$ cat src/rtl/exu_result_collector.sv
// exu_result_collector: per-channel result FIFOs drained round-robin into registered writeback ports.
// Optional build macro EXU_EXCEPTION_PRIORITY_EN: exception-flagged FIFO heads win arbitration first.

package exu_result_collector_pkg;
    typedef logic [31:0] data_word_t;

    typedef struct packed {
        logic [31:0] pc;
        logic [4:0]  rob_tag;
        logic        exception_generated;
    } instr_packet_t;
endpackage

// exu_rc_fifo: single-clock circular FIFO with occupancy count and synchronous flush.
// Latency: a pushed word is visible on rd_dat the cycle after the push edge.
// Backpressure: push ignored while count==DEPTH, even if a pop happens in the same cycle.
module exu_rc_fifo #(
    parameter int unsigned WIDTH = 8,
    parameter int unsigned DEPTH = 4
) (
    input  logic                       clk,
    input  logic                       rst_n,
    input  logic                       flush,
    input  logic                       push,
    input  logic                       pop,
    input  logic [WIDTH-1:0]           wr_dat,
    output logic [WIDTH-1:0]           rd_dat,
    output logic [$clog2(DEPTH):0]     count_nxt,
    output logic                       empty,
    output logic                       full
);
    localparam int unsigned AW = $clog2(DEPTH);
    localparam int unsigned CW = AW + 1;

    logic [WIDTH-1:0] mem [DEPTH];
    logic [AW-1:0]    wr_ptr;
    logic [AW-1:0]    rd_ptr;
    logic [CW-1:0]    count_q;
    logic             do_push;
    logic             do_pop;

    assign do_push = push && (count_q < CW'(DEPTH)) && !flush;
    assign do_pop  = pop && (count_q != '0) && !flush;
    assign rd_dat  = mem[rd_ptr];
    assign empty   = (count_q == '0);
    assign full    = (count_q == CW'(DEPTH));

    always_comb begin
        count_nxt = count_q + CW'(do_push) - CW'(do_pop);
        if (flush) begin
            count_nxt = '0;
        end
    end

    always_ff @(posedge clk) begin
        if (!rst_n) begin
            wr_ptr  <= '0;
            rd_ptr  <= '0;
            count_q <= '0;
        end else begin
            count_q <= count_nxt;
            if (flush) begin
                wr_ptr <= '0;
                rd_ptr <= '0;
            end else begin
                if (do_push) wr_ptr <= wr_ptr + 1'b1;
                if (do_pop)  rd_ptr <= rd_ptr + 1'b1;
            end
        end
    end

    always_ff @(posedge clk) begin
        if (do_push) mem[wr_ptr] <= wr_dat;
    end
endmodule

// exu_result_collector: CHANNELS producer FIFOs arbitrated round-robin onto WB_PORTS registered ports.
// Latency: push at cycle t to an idle, unstalled collector appears on data_valid_o at t+2.
// Backpressure: stall holds outputs and pops; full FIFOs drop pushes and set sticky overflow_o.
module exu_result_collector
    import exu_result_collector_pkg::*;
#(
    parameter int unsigned CHANNELS   = 3,
    parameter int unsigned WB_PORTS   = 1,
    parameter int unsigned FIFO_DEPTH = 4
) (
    input  logic                           clk_i,
    input  logic                           rst_n_i,
    input  logic                           flush_i,
    input  logic                           stall_i,
    input  data_word_t    [CHANNELS-1:0]   result_i,
    input  instr_packet_t [CHANNELS-1:0]   ipacket_i,
    input  logic          [CHANNELS-1:0]   data_valid_i,
    output logic          [CHANNELS-1:0]   full_o,
    output logic          [CHANNELS-1:0]   overflow_o,
    output data_word_t    [WB_PORTS-1:0]   result_o,
    output instr_packet_t [WB_PORTS-1:0]   ipacket_o,
    output logic          [WB_PORTS-1:0]   data_valid_o,
    output logic                           idle_o
);
    localparam int unsigned PTR_W  = (CHANNELS > 1) ? $clog2(CHANNELS) : 1;
    localparam int unsigned PORT_W = (WB_PORTS > 1) ? $clog2(WB_PORTS) : 1;
    localparam int unsigned CNT_W  = $clog2(FIFO_DEPTH) + 1;
`ifdef EXU_EXCEPTION_PRIORITY_EN
    localparam int unsigned NUM_PASSES = 2;
`else
    localparam int unsigned NUM_PASSES = 1;
`endif

    typedef struct packed {
        instr_packet_t pkt;
        data_word_t    dat;
    } entry_t;

    entry_t [CHANNELS-1:0]             head;
    logic   [CHANNELS-1:0]             empty;
    logic   [CHANNELS-1:0]             grant;
    logic   [CHANNELS-1:0]             pop;
    logic   [CHANNELS-1:0][CNT_W-1:0]  count_nxt;
    entry_t [WB_PORTS-1:0]             port_dat;
    logic   [WB_PORTS-1:0]             port_vld;
    logic   [PTR_W-1:0]                rr_q;
    logic   [PTR_W-1:0]                rr_nxt;
    logic                              idle_nxt;

    for (genvar c = 0; c < CHANNELS; c++) begin : g_ch
        exu_rc_fifo #(
            .WIDTH ($bits(entry_t)),
            .DEPTH (FIFO_DEPTH)
        ) u_fifo (
            .clk       (clk_i),
            .rst_n     (rst_n_i),
            .flush     (flush_i),
            .push      (data_valid_i[c]),
            .pop       (pop[c]),
            .wr_dat    ({ipacket_i[c], result_i[c]}),
            .rd_dat    (head[c]),
            .count_nxt (count_nxt[c]),
            .empty     (empty[c]),
            .full      (full_o[c])
        );
    end

    // Pass 0 takes only exception heads when priority is built in; the last pass takes anything left.
    always_comb begin
        int unsigned    k;
        int unsigned    idx;
        logic [PTR_W-1:0] ci;
        logic [PTR_W-1:0] last;
        logic           eligible;
        k        = 0;
        idx      = 0;
        ci       = '0;
        last     = rr_q;
        eligible = 1'b0;
        grant    = '0;
        port_dat = '0;
        port_vld = '0;
        for (int unsigned p = 0; p < NUM_PASSES; p++) begin
            for (int unsigned i = 0; i < CHANNELS; i++) begin
                idx      = (32'(rr_q) + i) % CHANNELS;
                ci       = PTR_W'(idx);
                eligible = (p == NUM_PASSES - 1) || head[ci].pkt.exception_generated;
                if (!empty[ci] && !grant[ci] && (k < WB_PORTS) && eligible) begin
                    grant[ci]              = 1'b1;
                    port_dat[PORT_W'(k)]   = head[ci];
                    port_vld[PORT_W'(k)]   = 1'b1;
                    last                   = ci;
                    k                      = k + 1;
                end
            end
        end
        rr_nxt = (last == PTR_W'(CHANNELS - 1)) ? '0 : last + 1'b1;
    end

    assign pop = grant & {CHANNELS{!stall_i && !flush_i}};

    always_comb begin
        idle_nxt = 1'b1;
        for (int c = 0; c < CHANNELS; c++) begin
            if (count_nxt[c] != '0) idle_nxt = 1'b0;
        end
        if (!flush_i && (stall_i ? (|data_valid_o) : (|port_vld))) idle_nxt = 1'b0;
    end

    always_ff @(posedge clk_i) begin
        if (!rst_n_i) begin
            rr_q         <= '0;
            data_valid_o <= '0;
            result_o     <= '0;
            ipacket_o    <= '0;
            overflow_o   <= '0;
            idle_o       <= 1'b1;
        end else begin
            overflow_o <= overflow_o | (data_valid_i & full_o & {CHANNELS{!flush_i}});
            idle_o     <= idle_nxt;
            if (flush_i) begin
                data_valid_o <= '0;
                result_o     <= '0;
                ipacket_o    <= '0;
            end else if (!stall_i) begin
                data_valid_o <= port_vld;
                for (int p = 0; p < WB_PORTS; p++) begin
                    result_o[p]  <= port_dat[p].dat;
                    ipacket_o[p] <= port_dat[p].pkt;
                end
                if (|grant) rr_q <= rr_nxt;
            end
        end
    end
endmodule

$ cat config.mk
export PLATFORM = sky130hd
export DESIGN_NAME = exu_result_collector
export DESIGN_NICKNAME = d
export VERILOG_FILES = /design/src/rtl/exu_result_collector.sv
export SDC_FILE = /design/constraint.sdc
export NUM_CORES = 1
export LEC_CHECK = 0
export CORE_UTILIZATION = 35
export CTS_CLUSTER_SIZE = 40
export DETAILED_ROUTE_END_ITERATION = 10
export PLACE_DENSITY_LB_ADDON = 0.15
export RECOVER_POWER = 25
export SLEW_MARGIN = 25
export SYNTH_ARGS = -nofsm -noshare
export SYNTH_HDL_FRONTEND = slang
export SYNTH_SLANG_ARGS = --single-unit
$ cat constraint.sdc
create_clock -name clk_i -period 3.9 [get_ports clk_i]
set_clock_uncertainty 0.1 [all_clocks]
set_input_delay 0.585 -clock clk_i [delete_from_list [all_inputs] [get_ports clk_i]]
set_output_delay 0.585 -clock clk_i [all_outputs]
set_load 0.03 [all_outputs]
Yosys cells after proc, flatten, opt, wreduce, memory -nomap -nowiden
Memories as Yosys holds them, arrays and structs flattened. A register that Yosys moved wholly into a read port is not among the register bits. Index checks and enable logic that the tools add are counted.

Bits in registers: 98. Bits of input ports: 217. Memory bits (writable): 840. Memories kept: 3.

Memories: g_ch[0].u_fifo.mem (depth 4, width 70, rd ports 1, clocked after memory_dff 1, write ports 1, RTL line 35) `logic [WIDTH-1:0] mem [DEPTH];`; g_ch[1].u_fifo.mem (depth 4, width 70, rd ports 1, clocked after memory_dff 1, write ports 1, RTL line 35); g_ch[2].u_fifo.mem (depth 4, width 70, rd ports 1, clocked after memory_dff 1, write ports 1, RTL line 35).

Bitwise operators: 11. Divide/modulo/power cells: 3. Mux-type cells: 65. Equality and inequality tests: 4. $add $sub $neg: 16. Order comparisons: 15. Reductions and logical operators: 44.

Operator list (number): $mux 70 (8); $bmux 70 s2 (3); $bwmux 70 (2); $lt 32x1->1 const B (2); $mod 32x2->32 const B (2); $add 32x1->32 const B (1); $mod 2x2->32 const B (1); $mux 32 (1); $mux 1 (26); $logic_and 1x1->1 (24); $mux 2 (10); $mux 3 (6); $reduce_bool 3->1 (6); $add 2x1->2 const B (7); $bmux 1 s2 (6); $add 3x1->3 (3); $and 3x3->3 (3); $eq 3x3->1 const B (3); $logic_not 3->1 (3); $lt 2x3->1 const B (3); $lt 3x3->1 const B (3); $or 3x3->3 (3); $sub 3x1->3 (3); $logic_not 1->1 (8); other kinds (12) (21).

Depth between registers and ports, before layout
Gate-level depths: netlist of run 1.

Word-level depth: 28. Mapped depth: 19.

Modules after synthesis
Synthesis of run 1 repeated with hierarchy kept, for this count alone.

Cell total of the unflattened synthesis: 2264. Area, all modules: 39280.2 um^2.

By module, submodules not included: exu_rc_fifo (g_ch[0].u_fifo ...) (cells each 416, area an instance 10647.7 um^2, times used 2, sequential area each 8588.2 um^2); exu_rc_fifo (g_ch[2].u_fifo) (cells each 417, area an instance 10646.5 um^2, times used 1, sequential area each 8588.2 um^2); exu_result_collector (cells each 1015, area an instance 7338.3 um^2, times used 1, sequential area each 1541.5 um^2).

Worst setup path before layout of run 1
Ideal clock, no wire load.

Path kind: reg-to-reg. Start point: register rr_q[0]. End point: register idle_o. Arrival time: 3.470 ns. Buffers on the path: 2. Library setup time: 0.092 ns. Setup slack: 0.238 ns. Cell stages (with the launch flop): 18. Path through: dfxtp_1 -> inv_1 -> ha_1 -> buf_2 -> nor2b_1 -> buf_2 -> a2bb2oi_1 -> a41oi_1 -> nor4_4 -> ha_1 -> inv_1 -> ha_1 -> inv_1 -> fa_1 -> xor2_1 -> xnor2_1 -> a41oi_1 -> nor4_1.

Elaborated cells between the ends (all ways): 88. Those cells by class: add/sub (6); div (3); order compare (12); mux (36); bitwise (5); reduce/logical (26).

RTL lines: from (decl) (RTL line 122) `logic [PTR_W-1:0] rr_q;`; from (signal assigned) (RTL line 207) `if (|grant) rr_q <= rr_nxt;`; branches (longest 17 deep; another with $mod 32x2->32); $mux 3 * (RTL line 164) `if (!empty[ci] && !grant[ci] && (k < WB_PORTS) && eligible) begin`; $and 3x3->3 * (RTL line 176) `assign pop = grant & {CHANNELS{!stall_i && !flush_i}};`; $logic_and 1x1->1 * (2 in series) (RTL line 43) `assign do_pop = pop && (count_q != '0) && !flush;`; net g_ch[1].u_fifo.do_pop (RTL line 40) `logic do_pop;`; $sub 3x1->3 * (RTL line 49) `count_nxt = count_q + CW'(do_push) - CW'(do_pop);`; $mux 3 * (RTL line 50) `if (flush) begin`; $reduce_bool 3->1 * (RTL line 181) `if (count_nxt[c] != '0) idle_nxt = 1'b0;`; $mux 1 * (2 in series) (RTL line 181); $mux 1 * (RTL line 183) `if (!flush_i && (stall_i ? (|data_valid_o) : (|port_vld))) idle_nxt = 1'b0;`; to (signal assigned) (RTL line 196) `idle_o <= idle_nxt;`; to (decl) (RTL line 99) `output logic idle_o`.

Mark *: on every way through the listed nets, which the timed path passes. The select of a mux whose other input is x is not followed. A chain may end at the register's enable or synchronous reset.

Final worst setup path of run 1
Ends and elaborated chain as after synthesis.

==> results of run 1 <==
## cell usage in the layout, fill, tap and decap left out, types with 18 or more instances in the layout
cell             instances
buf_12                  28
nand2_1                132
inv_1                   19
a21oi_1                 60
nor2_1                  66
clkdlybuf4s50_1        175
o221ai_1                36
edfxtp_1               840
a22oi_1                 52
ha_1                    19
mux2_2                  52
clkbuf_1                33
o21ai_0                119
a221oi_1                18
dfxtp_1                 97
a32o_1                  35
o22ai_1                121
mux2i_1                265
clkbuf_16              102
dlygate4sd3_1          119
mux4_2                 158
buf_4                  105
## through the flow
step	TNS (ps)	cells
3_5_place_dp	0	4139
3_3_place_gp	0	4138
4_1_cts	0	4322
2_1_floorplan	0	2403
6_report	0	4338
5_1_grt	-6.33	4334
## metal layers
layer / share of wire, % / vias up / global-route usage [%]
li1: - / 10400 / -
met1: 46 / 12300 / 28.6
met2: 44 / 853 / 29.3
met3: 6.7 / 236 / 4.17
met4: 2.8 / 50 / 6.48
met5: 0.28 / - / 0
## synthesized netlist by cell type, types with 35 or more instances
cell type,instances
nand2_1,133
o221ai_1,36
mux2_2,52
clkbuf_1,117
o22ai_1,121
o21ai_0,123
mux4_2,158
dfxtp_1,104
nor2_1,68
mux2i_1,266
a21oi_1,60
a32o_1,35
a22oi_1,52
buf_2,43
edfxtp_1,840
## what timing repair did
action | CTS | global route
endpoints found under the setup margin | 0 | 2
gates resized for setup | 0 | 17
buffers inserted | 0 | 7
## area by class of cell
| class | count | area share [%] |
|---|---|---|
| diodes | 9 | 0.0463 |
| clock buffers | 142 | 5.70 |
| well taps | 1500 | 3.86 |
| multi-input cells | 1253 | 24.3 |
| flip-flops and latches | 944 | 56.2 |
| clock inverters | 41 | 0.897 |
| inverters | 21 | 0.167 |
| repair buffers | 428 | 8.88 |
## cell families (layout without fill, tap and decap cells)
group / count (synthesis) / count (layout) / synth area share (%)
flip-flops: 944 / 944 / 68.6
AO/OA/AOI/OAI: 487 / 487 / 8.18
multiplexers: 476 / 476 / 17.1
AND/OR/NAND/NOR: 252 / 252 / 2.82
buffers and inverters: 206 / 632 / 2.19
adder cells (fa/ha/maj): 25 / 25 / 0.842
XOR/XNOR: 13 / 13 / 0.286
other: 0 / 9 / 0
## worst max path at each step
stage,startpoint,endpoint,slack (ps),depth (start not counted)
finish,rr_q[0]$_SDFFE_PN0P_,idle_o$_SDFF_PN1_,220,16
global placement,rr_q[0]$_SDFFE_PN0P_,idle_o$_SDFF_PN1_,150,14
CTS,rr_q[0]$_SDFFE_PN0P_,idle_o$_SDFF_PN1_,80,15
detailed placement,rr_q[0]$_SDFFE_PN0P_,idle_o$_SDFF_PN1_,120,16
floorplan,rr_q[0]$_SDFFE_PN0P_,idle_o$_SDFF_PN1_,240,17
global route,rr_q[1]$_SDFFE_PN0P_,idle_o$_SDFF_PN1_,-6,17
## state kept, by name, indices dropped and copies added (netlist names), named ones only
signal	cells
g_ch.u_fifo.wr_ptr	6
overflow_o	3
idle_o	1
g_ch.u_fifo.mem	840
g_ch.u_fifo.rd_ptr	6
data_valid_o	1
g_ch.u_fifo.count_q	9
rr_q	2
result_o	32
ipacket_o	38
## critical path: stages (launching register included)
cell,delay (ps)
dfxtp_4,370
inv_1,130
ha_4,170
buf_4,200
mux2i_1,250
a2bb2oi_2,250
a41oi_2,190
nor4_4,270
ha_1,270
inv_1,50
ha_1,140
inv_1,50
fa_1,370
xor2_1,160
xnor2_1,220
a41oi_1,150
nor4_1,240
## power breakdown
part	total, mW	leakage, nW	internal (mW)	switching (mW)
clock network	9.30	1.56	5.46	3.84
registers	11.4	8.48	11.3	0.153
logic	5.52	5.96	2.14	3.37
==> summary.md, run 1 <==
| Metric | Value |
|---|---|
| H-tree levels | `3` |
| Final #Nets | `~3k` |
| Cells on Worst Hold Path | `1` |
| Clk Latency, worst-skew pair | `slightly below 700 ps` |
| Final WS setup | `between 200 and 250 ps` |
| Min Hold Slack | `~370 ps` |
| Pleak | `between 15 and 20 nW` |
| Cell taking the most area after synthesis | `edfxtp_1` |
| Count of pins over their slew limit | `0` |
| Multi-input logic area | `11800 um2` |
| Least-Margin Pin Slew | `1110 ps` |
| Status | `complete, no violations` |
| Final worst path period need | `3680 ps` |
| Sequential-to-total area share from yosys stat | `68.6%` |
| GRT Resource Usage Total | `about a fifth` |
| Die H | `around 340 um` |
| Synthesized instance count | `between 2k and 2.5k` |
| Startpoint Class | `flop` |
| Worst endpoint required time | `between 4000 and 5000 ps` |
| Synth unique cells | `59` |
| Number of synthesized register bits | `about 940` |
| Slew headroom | `25.1%` |
| Initial antenna violation count | `56` |
| Drt wl/cell | `around 27 um` |
| Synth Area per Inst | `around 17 um2` |
| Placed inst area | `45300 um2` |
| Crit-path max FO | `9` |
| Cts hold-fix bufs | `0` |
| Starting Density | `35.3%` |
| Peak supply drop | `a little under 400 uV` |
| Worst EP arrival | `approximately 4100 ps` |
| Post-synth net total | `around 2.6k` |
| Number of fill cells | `10.0k` |
| Reg2Reg Depth | `16` |
| Post-synth EDFFs | `between 800 and 900` |
| Die width | `between 300 and 400 um` |
| Core ar. | `roughly 110000 um2` |
| Clock transition at path regs | `about 60 ps` |
| Largest cells by area after synthesis | `edfxtp_1 63%, mux4_2 8.9%, mux2i_1 6.7%` |
| Clock Path Buffers | `3` |
| Layout cells sized above 1 | `between 10% and 20%` |
| Yosys top cell area share | `between 60% and 70%` |
| CTS Sinks | `about 940` |
| CTS tree | `yes` |
| Hold Path End | `result_o[4]$_SDFFE_PP0N_` |
| Fin crit share | `~94%` |
| Final core occ | `between 40 and 50%` |
| Drt first pass iters | `8` |
| TritonCTS Buffers | `~100` |
| Crit Path Class | `flop to flop` |
| # Max-Cap Violations | `0` |
| Register area | `~27000 um2` |
| Largest net degree at the start of global routing | `75` |
| I/O Pins | `slightly below 300` |
| PwrDens | `~540 nW/um2` |
| Overall power | `26.2 mW` |
| Synth Flop Type | `edfxtp_1` |
| Total wire length | `between 100000 and 150000 um` |
| Design area | `a little under 50000 um2` |
| Reg2Reg Setup Slack | `220 ps` |
| Residual DRC | `0` |
| Vias | `around 24k` |
| Fin. Hold Viols | `0` |
| Routed vias/inst | `~5.5` |
| Die area | `115000 um2` |
| CP Capture Type | `flop` |
| Min-Delay Startpoint | `result_o[4]$_SDFFE_PP0N_` |
| Asr flop ratio synth | `0%` |
| Vias in the first global route | `24.1k` |
| Pre-CTS setup slack | `117 ps` |
| Grt total ovfl | `0` |
| Row cnt | `roughly 120` |
| Final ANT Viol Nets | `0` |
| Worst reg2reg startpoint | `rr_q[0]$_SDFFE_PN0P_` |
| F_max | `approximately 270 MHz` |
| RD Place Congestion | `~0.84` |
| Area growth syn-to-layout | `22.2%` |
| First-pass GRT wire length | `166000 um` |
| Reg2reg end | `idle_o$_SDFF_PN1_` |
| Cell Area, Synth | `39800 um2` |
| Port-buffer cells | `roughly 290` |
| Type of the worst min-delay path | `flop to flop` |
| Synth warn | `0` |
| Final setup viols | `0` |
| Iter 0 DRT Violations | `2205` |
| Clock Tree Root | `clkbuf_16` |
| DP HPWL | `just under 80000 um` |
Note: power is estimated with default switching activity, not from simulation.
==> run 2, diff against run 1 <==
--- a/config.mk
+++ b/config.mk
@@ -8,6 +8,7 @@
 export CORE_UTILIZATION = 35
 export CTS_CLUSTER_SIZE = 40
 export DETAILED_ROUTE_END_ITERATION = 10
+export GPL_TIMING_DRIVEN = 1
 export PLACE_DENSITY_LB_ADDON = 0.15
 export RECOVER_POWER = 25
 export SLEW_MARGIN = 25
==> constraint.sdc (replaced) <==
create_clock -name clk_i -period 3 [get_ports clk_i]
set_clock_uncertainty 0.1 [all_clocks]
set_input_delay 0.45 -clock clk_i [delete_from_list [all_inputs] [get_ports clk_i]]
set_output_delay 0.45 -clock clk_i [all_outputs]
set_load 0.03 [all_outputs]
==> run 2 against run 1 <==
Compared with the run above:
- the run now ends with negative setup slack left
- critical path type unchanged
- first-iteration DRC count decreased by 2.1%
- critical endpoint unchanged
- critical path depth increased by 2
- sequential cell count unchanged
- final area increased by 2.2%
- worst hold slack worse by 55 ps
==> summary.md, run 2 (synthesized netlist as in run 1, its figures left out) <==
| Metric | Value |
|---|---|
| Residual DRC | `0 (unchanged)` |
| Final setup viols | `6 (was 0)` |
| Biggest regs | `g_ch.u_fifo.mem: 840 flops, ipacket_o: 38 flops, result_o: 32 flops (unchanged)` |
| Worst reg2reg startpoint | `rr_q[1]$_SDFFE_PN0P_ (was rr_q[0]$_SDFFE_PN0P_)` |
| Reg2Reg Setup Slack | `-520 ps (was 220 ps)` |
| Final #Nets | `3072 (was 2989)` |
| Clock power share | `34.9% (was 35.5%)` |
| Cells on Worst Hold Path | `1 (unchanged)` |
| Design area | `49700 um2 (was 48700 um2)` |
| Slew headroom | `26.2% (was 25.1%)` |
| Total wire length | `114000 um (was 115000 um)` |
| Drt wl/cell | `25.9 um (was 26.5 um)` |
| Final WS setup | `-516 ps (was 225 ps)` |
| CTS Sinks | `944 (unchanged)` |
| Reg with most FFs | `g_ch.u_fifo.mem (unchanged)` |
| Failing checks | `negative setup slack` |
| Register area | `27300 um2 (about the same)` |
| Reg power frac | `42.8% (was 43.5%)` |
| Area growth syn-to-layout | `24.9% (was 22.2%)` |
| RD Place Congestion | `0.849 (was 0.844)` |
| PwrDens | `697 nW/um2 (was 539 nW/um2)` |
| Min-Delay Startpoint | `ipacket_i[59] (was result_o[4]$_SDFFE_PP0N_)` |
| Gate power share | `22.3% (was 21.0%)` |
| I/O Pins | `295 (unchanged)` |
| Layout cells sized above 1 | `22.5% (was 19.3%)` |
| Slowest stage delay, CP | `370 ps (about the same)` |
| Finished Layout Cells | `4413 (was 4338)` |
| Worst EP arrival | `3990 ps (was 4140 ps)` |
| Core ar. | `113000 um2 (unchanged)` |
| Hold Path End | `g_ch[1].u_fifo.mem[0][53]$_DFFE_PP_ (was result_o[4]$_SDFFE_PP0N_)` |
| Net switching power | `9.77 mW (was 7.36 mW)` |
| Die width | `339 um (unchanged)` |
| Fin crit share | `117% (was 94.2%)` |
| Initial antenna violation count | `52 (was 56)` |
| Commonest non-fill, non-tap cell in the layout | `edfxtp_1 (unchanged)` |
| Routed vias/inst | `5.42 (was 5.50)` |
| Starting Density | `35.3% (unchanged)` |
| WL met3 | `7290 um (was 7700 um)` |
| CP Capture Type | `flop (unchanged)` |
| Port-buffer cells | `294 (unchanged)` |
| Internal | `24.9 mW (was 18.9 mW)` |
| Iter 0 DRT Violations | `2159 (was 2205)` |
| DP HPWL | `76800 um (was 77300 um)` |
| TritonCTS Buffers | `100 (was 99)` |
| Placed inst area | `46100 um2 (was 45300 um2)` |
| Clk Latency, worst-skew pair | `690 ps (was 680 ps)` |
| Crit path top cell by count | `buf_6 (was inv_1)` |
| Peak supply drop | `444 uV (was 392 uV)` |
| Grt total ovfl | `0 (unchanged)` |
| Sw Share | `28.2% (was 28.1%)` |
| Least-Margin Pin Slew | `1110 ps (about the same)` |
| F_max | `284 MHz (was 272 MHz)` |
| Clock transition at path regs | `60 ps (about the same)` |
| Final ANT Viol Nets | `0 (unchanged)` |
| Die H | `339 um (unchanged)` |
| Clock Tree Root | `clkbuf_16 (unchanged)` |
| Die area | `115000 um2 (unchanged)` |
| Reg2Reg Depth | `18 (was 16)` |
| CP max-delay cell | `dfxtp_4 (unchanged)` |
| Row cnt | `123 (unchanged)` |
| CP delay by family, top | `adder cells (unchanged)` |
| Crit-path max FO | `3 (was 9)` |
| Fin. Hold Viols | `0 (unchanged)` |
| Vias | `23.9k (was 23.8k)` |
| RSZ-0062 raised after global routing | `true` |
| Largest net degree at the start of global routing | `69 (was 75)` |
| Most frequent cells in the layout | `840 x edfxtp_1, 264 x mux2i_1, 175 x clkdlybuf4s50_1, 158 x mux4_2, 155 x buf_4 (was 840 x edfxtp_1, 265 x mux2i_1, 175 x clkdlybuf4s50_1, 158 x mux4_2, 132 x nand2_1)` |
| Type of the worst min-delay path | `primary input to flop (was flop to flop)` |
| Final worst path period need | `3520 ps (was 3680 ps)` |
| Crit path cell chain | `buf_6 > ha_4 > nor4b_4 > o211a_1 > o21ai_4 > buf_6 > buf_6 > o311ai_4 > nor3_4 > ha_1 > inv_1 > ha_2 > inv_2 > fa_2 > xor2_2 > xnor2_1 > nor2_1 > nor4_1 (was inv_1 > ha_4 > buf_4 > mux2i_1 > a2bb2oi_2 > a41oi_2 > nor4_4 > ha_1 > inv_1 > ha_1 > inv_1 > fa_1 > xor2_1 > xnor2_1 > a41oi_1 > nor4_1)` |
| Vias in the first global route | `24.2k (was 24.1k)` |
| Number of fill cells | `9851 (was 10.0k)` |
| Startpoint Class | `flop (unchanged)` |
| WP buf/inv | `5 (was 4)` |
| Reg2reg end | `idle_o$_SDFF_PN1_ (unchanged)` |
| Largest register FFs | `840 (unchanged)` |
| Drt first pass iters | `5 (was 8)` |
| Clock Path Buffers | `3 (unchanged)` |
| # Max-Cap Violations | `0 (unchanged)` |
| Crit Path Class | `flop to flop (unchanged)` |
| WL met1 | `53100 um (was 53200 um)` |
| Status | `complete, but fails checks (was complete, no violations)` |
| H-tree levels | `3 (unchanged)` |
| Placed instance count | `4209 (was 4139)` |
| First-pass GRT wire length | `166000 um (about the same)` |
| Pleak | `16.5 nW (was 16.0 nW)` |
| GRT Resource Usage Total | `19.6% (was 19.7%)` |
| Multi-input logic area | `11900 um2 (was 11800 um2)` |
| Routed wl met2 | `51300 um (was 50500 um)` |
| Worst endpoint required time | `3480 ps (was 4360 ps)` |
| CTS tree | `yes (unchanged)` |
| DR top layer | `met5 (unchanged)` |
| Count of pins over their slew limit | `0 (unchanged)` |
==> run 2: cell types whose count changed in the layout (fill, tap and decap cells not counted), moves of 7 or more <==
| cell | before | now |
|---|---|---|
| buf_12 | 28 | 51 |
| clkinvlp_4 | 2 | 9 |
| buf_6 | 0 | 9 |
| buf_4 | 105 | 155 |
| clkbuf_1 | 33 | 14 |
| clkbuf_8 | 7 | 0 |
==> run 2: power by group through the flow <==
| stage | logic, mW | registers, mW | clock network (mW) |
|---|---|---|---|
| floorplan | 4.45 | 15.3 | 0 |
| global placement | 7.20 | 15.1 | 0 |
| detailed placement | 7.39 | 15.1 | 0 |
| CTS | 7.58 | 14.8 | 12.4 |
| global route | 8.20 | 14.9 | 12.9 |
| finish | 7.74 | 14.8 | 12.1 |
==> run 2: cell type report <==
type                            instances  share of cell area (%)
Sequential cell                       944                    55.0
Multi-Input combinational cell       1253                    24.0
Timing Repair Buffer                  510                    10.6
Clock buffer                          114                    5.14
Tap cell                             1500                    3.77
Clock inverter                         63                    1.29
Inverter                               21                   0.174
Antenna cell                            8                  0.0403
==> run 2: repair_timing <==
action | 4_1_cts | 5_1_grt
resized for setup | 29 | 23
pin swaps | 13 | 11
setup endpoints to repair | 75 | 37
gates cloned | 0 | 0
setup buffers | 15 | 4
hold buffers | 0 | 0
==> run 2: worst max-delay path by stage <==
stage | end | start | cells after the start | slack, ps
floorplan | idle_o$_SDFF_PN1_ | rr_q[1]$_SDFFE_PN0P_ | 16 | -430
global placement | idle_o$_SDFF_PN1_ | rr_q[1]$_SDFFE_PN0P_ | 14 | -550
detailed placement | idle_o$_SDFF_PN1_ | rr_q[1]$_SDFFE_PN0P_ | 14 | -630
CTS | idle_o$_SDFF_PN1_ | rr_q[1]$_SDFFE_PN0P_ | 18 | -580
global route | idle_o$_SDFF_PN1_ | rr_q[1]$_SDFFE_PN0P_ | 18 | -700
finish | idle_o$_SDFF_PN1_ | rr_q[1]$_SDFFE_PN0P_ | 18 | -520
==> run 2: per-layer routing <==
metal	up-vias	track usage (%)
li1	10600	-
met1	12300	28.5
met2	829	29.8
met3	218	4.23
met4	32	5.10
met5	-	0
==> run 2: stage by stage <==
stage	hold slack [ps]	TNS (ps)	utilization [%]	power, mW	setup slack [ps]
global route	317	-2730	44.1	36.0	-696
CTS	233	-1740	44.0	34.8	-578
floorplan	362	-1190	-	19.7	-434
global placement	352	-12900	40.9	22.3	-555
finish	316	-1620	44.1	34.7	-516
detailed placement	356	-16910	40.9	22.5	-634
